<file path="src/rtl/mux_nx1_stripe_if.sv">
// rtl/mux_nx1_stripe_if.sv - frame-in / serial-out bus of the lane unstriping multiplexer
interface mux_nx1_stripe_if #(
    parameter int NUM_LANES = 4,
    parameter int WIDTH     = 8
);
    logic [NUM_LANES*WIDTH-1:0] in_data;
    logic [NUM_LANES-1:0]       in_valid;
    logic                       in_load;
    logic                       in_ready;
    logic [WIDTH-1:0]           out;
    logic                       valid_out;
    logic                       frame_done;
    logic                       busy;

    modport master (
        output in_data, in_valid, in_load,
        input  in_ready, out, valid_out, frame_done, busy
    );

    modport slave (
        input  in_data, in_valid, in_load,
        output in_ready, out, valid_out, frame_done, busy
    );
endinterface

</file>
<file path="src/rtl/mux_nx1_stripe.sv">
// rtl/mux_nx1_stripe.sv - NUM_LANES:1 lane serializer with holding buffer and optional invalid-lane skipping
module mux_nx1_stripe #(
    parameter int NUM_LANES    = 4,
    parameter int WIDTH        = 8,
    parameter int SKIP_INVALID = 0
) (
    input  logic            clk,
    input  logic            reset,
    mux_nx1_stripe_if.slave bus
);
    localparam int IDXW = $clog2(NUM_LANES);
    localparam int DW   = NUM_LANES * WIDTH;
    typedef logic [IDXW-1:0] idx_t;

    logic [DW-1:0]        r_h_data;
    logic [NUM_LANES-1:0] r_h_valid;
    logic                 r_h_full;
    logic [DW-1:0]        r_s_data;
    logic [NUM_LANES-1:0] r_s_valid;
    logic [NUM_LANES-1:0] r_s_sel;
    idx_t                 r_phase;
    logic                 r_s_active;
    logic [WIDTH-1:0]     r_out;
    logic                 r_valid_out;
    logic                 r_frame_done;
    logic                 r_busy;

    logic                 w_in_ready;
    logic [NUM_LANES-1:0] w_h_sel;
    idx_t                 w_s_idx;
    logic                 w_s_more;
    idx_t                 w_h_idx;
    logic                 w_h_more;
    logic [WIDTH-1:0]     w_out_nxt;
    logic                 w_vld_nxt;
    logic                 w_done_nxt;
    logic                 w_s_active_nxt;
    logic                 w_h_full_nxt;
    logic                 w_load_s;
    logic                 w_accept;
    idx_t                 w_phase_nxt;

    function automatic idx_t first_at_or_above(input logic [NUM_LANES-1:0] mask, input int lo);
        idx_t res;
        res = '0;
        for (int i = NUM_LANES - 1; i >= 0; i--) begin
            if (i >= lo && mask[i]) res = idx_t'(i);
        end
        return res;
    endfunction

    function automatic logic any_above(input logic [NUM_LANES-1:0] mask, input idx_t idx);
        return (mask >> (int'(idx) + 1)) != '0;
    endfunction

    function automatic logic [WIDTH-1:0] lane_of(input logic [DW-1:0] data, input idx_t idx);
        return data[int'(idx)*WIDTH +: WIDTH];
    endfunction

    assign w_in_ready = !r_h_full && !reset;
    assign w_accept   = bus.in_load && w_in_ready;

    // Slot selection mask: every lane in bubble mode, only valid lanes in skip mode.
    assign w_h_sel  = (SKIP_INVALID != 0) ? r_h_valid : {NUM_LANES{1'b1}};
    assign w_s_idx  = first_at_or_above(r_s_sel, int'(r_phase) + 1);
    assign w_s_more = any_above(r_s_sel, w_s_idx);
    assign w_h_idx  = first_at_or_above(w_h_sel, 0);
    assign w_h_more = any_above(w_h_sel, w_h_idx);

    always_comb begin
        w_out_nxt      = '0;
        w_vld_nxt      = 1'b0;
        w_done_nxt     = 1'b0;
        w_s_active_nxt = r_s_active;
        w_h_full_nxt   = r_h_full;
        w_load_s       = 1'b0;
        w_phase_nxt    = r_phase;
        if (r_s_active) begin
            w_phase_nxt    = w_s_idx;
            w_vld_nxt      = r_s_valid[w_s_idx];
            w_out_nxt      = w_vld_nxt ? lane_of(r_s_data, w_s_idx) : '0;
            w_done_nxt     = !w_s_more;
            w_s_active_nxt = w_s_more;
        end else if (r_h_full) begin
            // An empty skip-mode frame is dropped here without occupying a slot.
            w_h_full_nxt = 1'b0;
            if (|w_h_sel) begin
                w_load_s       = 1'b1;
                w_phase_nxt    = w_h_idx;
                w_vld_nxt      = r_h_valid[w_h_idx];
                w_out_nxt      = w_vld_nxt ? lane_of(r_h_data, w_h_idx) : '0;
                w_done_nxt     = !w_h_more;
                w_s_active_nxt = w_h_more;
            end
        end
        if (w_accept) w_h_full_nxt = 1'b1;
    end

    always_ff @(posedge clk) begin
        if (reset) begin
            r_h_data     <= '0;
            r_h_valid    <= '0;
            r_h_full     <= 1'b0;
            r_s_data     <= '0;
            r_s_valid    <= '0;
            r_s_sel      <= '0;
            r_phase      <= '0;
            r_s_active   <= 1'b0;
            r_out        <= '0;
            r_valid_out  <= 1'b0;
            r_frame_done <= 1'b0;
            r_busy       <= 1'b0;
        end else begin
            if (w_accept) begin
                r_h_data  <= bus.in_data;
                r_h_valid <= bus.in_valid;
            end
            if (w_load_s) begin
                r_s_data  <= r_h_data;
                r_s_valid <= r_h_valid;
                r_s_sel   <= w_h_sel;
            end
            r_h_full     <= w_h_full_nxt;
            r_phase      <= w_phase_nxt;
            r_s_active   <= w_s_active_nxt;
            r_out        <= w_out_nxt;
            r_valid_out  <= w_vld_nxt;
            r_frame_done <= w_done_nxt;
            r_busy       <= w_s_active_nxt || w_h_full_nxt;
        end
    end

    assign bus.in_ready   = w_in_ready;
    assign bus.out        = r_out;
    assign bus.valid_out  = r_valid_out;
    assign bus.frame_done = r_frame_done;
    assign bus.busy       = r_busy;
endmodule

</file>
<file path="src/flat_wrapper.sv">
// flat-port wrapper written by rule: the top's interface ports become plain ports
module mux_nx1_stripe_flat 
#(
    parameter int NUM_LANES    = 4,
    parameter int WIDTH        = 8,
    parameter int SKIP_INVALID = 0
)
  (clk, reset, bus_in_data, bus_in_valid, bus_in_load, bus_in_ready, bus_out, bus_valid_out, bus_frame_done, bus_busy);
  mux_nx1_stripe_if #(.NUM_LANES(NUM_LANES), .WIDTH(WIDTH)) bus_i ();
  input  logic clk;
  input  logic reset;
  input wire logic [$bits(bus_i.in_data)-1:0] bus_in_data;
  input wire logic [$bits(bus_i.in_valid)-1:0] bus_in_valid;
  input wire logic [$bits(bus_i.in_load)-1:0] bus_in_load;
  output wire logic [$bits(bus_i.in_ready)-1:0] bus_in_ready;
  output wire logic [$bits(bus_i.out)-1:0] bus_out;
  output wire logic [$bits(bus_i.valid_out)-1:0] bus_valid_out;
  output wire logic [$bits(bus_i.frame_done)-1:0] bus_frame_done;
  output wire logic [$bits(bus_i.busy)-1:0] bus_busy;
  assign bus_i.in_data = bus_in_data;
  assign bus_i.in_valid = bus_in_valid;
  assign bus_i.in_load = bus_in_load;
  assign bus_in_ready = bus_i.in_ready;
  assign bus_out = bus_i.out;
  assign bus_valid_out = bus_i.valid_out;
  assign bus_frame_done = bus_i.frame_done;
  assign bus_busy = bus_i.busy;
  mux_nx1_stripe #(.NUM_LANES(NUM_LANES), .WIDTH(WIDTH), .SKIP_INVALID(SKIP_INVALID)) u_core (.clk(clk), .reset(reset), .bus(bus_i));
endmodule
</file>
<file path="config.mk">
export PLATFORM = sky130hd
export DESIGN_NAME = mux_nx1_stripe_flat
export DESIGN_NICKNAME = d
export VERILOG_FILES = /design/src/rtl/mux_nx1_stripe_if.sv /design/src/rtl/mux_nx1_stripe.sv /design/src/flat_wrapper.sv
export SDC_FILE = /design/constraint.sdc
export NUM_CORES = 1
export LEC_CHECK = 0
export BUFFER_PORTS_ARGS = -buffer_cell sky130_fd_sc_hd__buf_2
export CAP_MARGIN = 5
export CORE_ASPECT_RATIO = 0.8
export CORE_UTILIZATION = 45
export DETAILED_ROUTE_END_ITERATION = 16
export PLACE_DENSITY_LB_ADDON = 0.15
export SLEW_MARGIN = 40
export SYNTH_ARGS = -nofsm -noshare
export SYNTH_HDL_FRONTEND = slang
export SYNTH_SLANG_ARGS = --single-unit
</file>
<file path="constraint.sdc">
create_clock -name clk -period 1.61 [get_ports clk]
set_input_delay 0.161 -clock clk [delete_from_list [all_inputs] [get_ports clk]]
set_output_delay 0.161 -clock clk [all_outputs]
set_load 0.01 [all_outputs]
</file>
==> results.py <==
metrics = {
    "run_status": {
        "run_status": "complete, no violations",
    },
    "worst_setup_path": {
        "r2r_end": "u_core.bus.out[2]",
        "cp.arrival_ns": 1.69,
        "cp-start-kind": "flop",
        "cp_top_family": "flip-flops",
        "critical_path_class": "flop to flop",
        "slowest_delay_ns": 0.57,
        "r2r_cells": 4,
        "r2r_setup_slack_ns": 0.16,
        "worstPathBufferInverterCount": 1,
        "crit_chain": "buf_4 > nor3b_1 > o21ai_0 > a32o_1",
        "end_kind": "flop",
        "r2r-start": "u_core.r_s_sel[0]",
        "cp_slowest_cell": "dfxtp_1",
        "path_max_fanout": 14,
        "critPathRequiredTime_ns": 1.85,
    },
    "hold_path": {
        "hold_depth": 3,
        "hold_path_class": "input port to flop",
        "worstHoldStart": "bus_in_data[3]",
        "worstHoldEndpoint": "u_core.r_h_data[3]",
    },
    "placement": {
        "postPlaceCellArea_mm2": 0.00379,
        "gp_congestion": 0.833,
        "numPortBuffers": 50,
        "place_ws_ns": 0.128,
        "hpwl_um": 4890,
    },
    "power": {
        "combPwrFrac": 0.083,
        "internal_power_uw": 3240,
        "power_frac_seq": 0.556,
        "power_uw": 4220,
        "ir_worst_vdd_v": 0.000593,
        "p_leak_uw": 0.00150,
        "clkPwrFrac": 0.361,
        "powerDensity_mw_per_mm2": 1060,
        "power.switching_uw": 985,
        "swShare": 0.233,
    },
    "floorplanning": {
        "dieArea_mm2": 0.00816,
        "die_width_um": 101,
        "core_area_mm2": 0.00746,
        "die_h_um": 81.0,
        "ioPinCount": 51,
        "num_rows": 28,
        "start_util": 0.470,
    },
    "clock_tree": {
        "post_cts_resized": 0,
        "htree_levels": 3,
        "cts_setup_buffers": 0,
        "numCtsBuffers": 9,
        "cts_max_path_buffers": 2,
        "cts_sinks": 88,
        "clkTransAtPathRegs_ns": 0.08,
        "cts_hold_buffers": 0,
        "clockRootBuffer": "clkbuf_8",
        "clk_latency_ns": 0.34,
        "cts_tree": "yes",
    },
    "synth": {
        "yosysSeqAreaShare": 0.502,
        "async_reset_ff_frac": 0,
        "synth-edff-count": 0,
        "ys_seq_elements": 88,
        "synth_flop_cell": "dfxtp_1",
        "ys_types": 33,
        "synth_fp_nets": 455,
        "avgSynthCellArea_um2": 8.43,
        "synthCells": 416,
        "yosysWarnings": 0,
        "netlist_area_mm2": 0.00351,
    },
    "routing": {
        "drtIter0Drc": 119,
        "dr.pass1.iters": 4,
        "routed_wl_um": 7280,
        "antenna_left": 0,
        "vias": 2794,
        "route.detailed.drc": 0,
        "detail_route.wl_per_cell_um": 12.8,
        "viasPerCell": 4.93,
    },
    "cells_and_area": {
        "layout_common_cells": "nand2_1 (110), dfxtp_1 (87), buf_2 (50)",
        "final.fill_count": 752,
        "layout.nets": 496,
        "final_cell_area_mm2": 0.00400,
        "antenna_cells": 0,
        "final_common_cell": "nand2_1",
        "area_growth_pct": 13.9,
        "layout-drive-gt1-share": 0.177,
    },
    "sta": {
        "fmax_mhz": 691,
        "hold_violations": 0,
        "final.setup_skew_ns": 0.00965,
        "rsz0062_at_grt": "false",
        "timing.setup.tns_ns": 0,
        "period_minus_slack_ns": 1.45,
        "fin_hold_ws_ns": 0.0108,
        "slew_headroom": 0.679,
        "tightest_slew_ns": 0.482,
        "finalSetupViolCount": 0,
        "fin_ws_ns": 0.162,
        "report.final.slew_viol_count": 0,
        "post-route-period-util": 0.899,
    },
    "global_routing": {
        "antenna_found_initial": 0,
        "grt_pass1_wl_um": 12100,
        "grt_max_degree": 73,
        "grt.total_usage": 0.192,
        "grt_pass1_vias": 2660,
        "grt_overflow": 0,
    },
    "job": {
        "drv_cap": 0,
    },
}
==> area by class of cell <==
cell class | instances | area, um2 | area share
Tap cell | 105 | 131 | 0.0329
Inverter | 1 | 3.75 | 0.000939
Clock inverter | 2 | 37.5 | 0.00939
Multi-Input combinational cell | 296 | 1540 | 0.385
Clock buffer | 14 | 163 | 0.0407
Sequential cell | 88 | 1760 | 0.441
Timing Repair Buffer | 61 | 358 | 0.0895
==> worst max path at each step <==
stage,cells past startpoint,end,startpoint
2_1_floorplan,6,u_core.r_h_data[0],u_core.r_h_full
3_3_place_gp,4,u_core.bus.out[6],u_core.r_phase[1]
3_5_place_dp,4,u_core.bus.out[0],u_core.r_phase[1]
4_1_cts,4,u_core.bus.out[0],u_core.r_phase[1]
5_1_grt,4,u_core.bus.out[2],u_core.r_s_sel[0]
6_report,4,u_core.bus.out[2],u_core.r_s_sel[0]
==> power by group through the flow <==
stage | registers, uW | logic [uW] | clock network (uW)
after CTS | 2350 | 356 | 1560
after global routing | 2360 | 399 | 1650
final | 2350 | 351 | 1520
after detailed placement | 2400 | 354 | 0
after floorplan | 2370 | 269 | 0
after global placement | 2400 | 347 | 0
==> cells in the mapped netlist (2+ instances only) <==
cell type / n / area, um2
nor3b_1: 3 / 22.5
buf_4: 7 / 52.6
buf_6: 7 / 78.8
clkbuf_1: 8 / 30.0
nor2b_1: 2 / 12.5
mux2i_1: 9 / 90.1
a221oi_1: 4 / 35.0
a21oi_1: 45 / 225
dfxtp_1: 88 / 1760
o21ai_0: 3 / 15.0
a22o_1: 4 / 35.0
nand2_1: 110 / 413
nor2_1: 19 / 71.3
a32o_1: 4 / 40.0
o21ai_1: 36 / 180
o22ai_1: 5 / 31.3
nand2b_1: 38 / 238
buf_2: 9 / 45.0
==> worst reg2reg max path: stages (launching register included) <==
cell     delay (ns)
dfxtp_1        0.57
buf_4          0.23
nor3b_1        0.18
o21ai_0        0.11
a32o_1         0.25
==> registers in the layout, summed over array words and instances (netlist names) <==
register and count:
u_core.bus.out 8, u_core.bus.valid_out 1, u_core.r_s_data 32, u_core.r_s_valid 4, u_core.r_s_sel 1, u_core.bus.busy 1
u_core.r_s_active 1, u_core.r_h_full 1, u_core.r_phase 2, u_core.bus.frame_done 1, u_core.r_h_data 32, u_core.r_h_valid 4
==> cells by family after synthesis <==
family,after synthesis,share of synthesized area
and+or+nand+nor,181,0.237
AOI/OAI and AO/OA,105,0.172
DFF,88,0.502
buffers and inverters,32,0.0599
muxes,10,0.0289
==> layer usage <==
layer / up-vias / part of all wire / track usage / wire (um)
met5: - / 0 / 0 / 0
met4: 0 / 0.0049 / 0.0391 / 36
met3: 4 / 0.035 / 0.0542 / 252
met2: 34 / 0.47 / 0.329 / 3430
met1: 1293 / 0.49 / 0.242 / 3560
li1: 1463 / - / - / -
==> stage by stage <==
step,cells,utilization
2_1_floorplan,416,-
3_3_place_gp,551,0.509
3_5_place_dp,551,0.509
4_1_cts,567,0.535
5_1_grt,567,0.536
6_report,567,0.536
No activity file was read; power rests on OpenSTA's default activity.
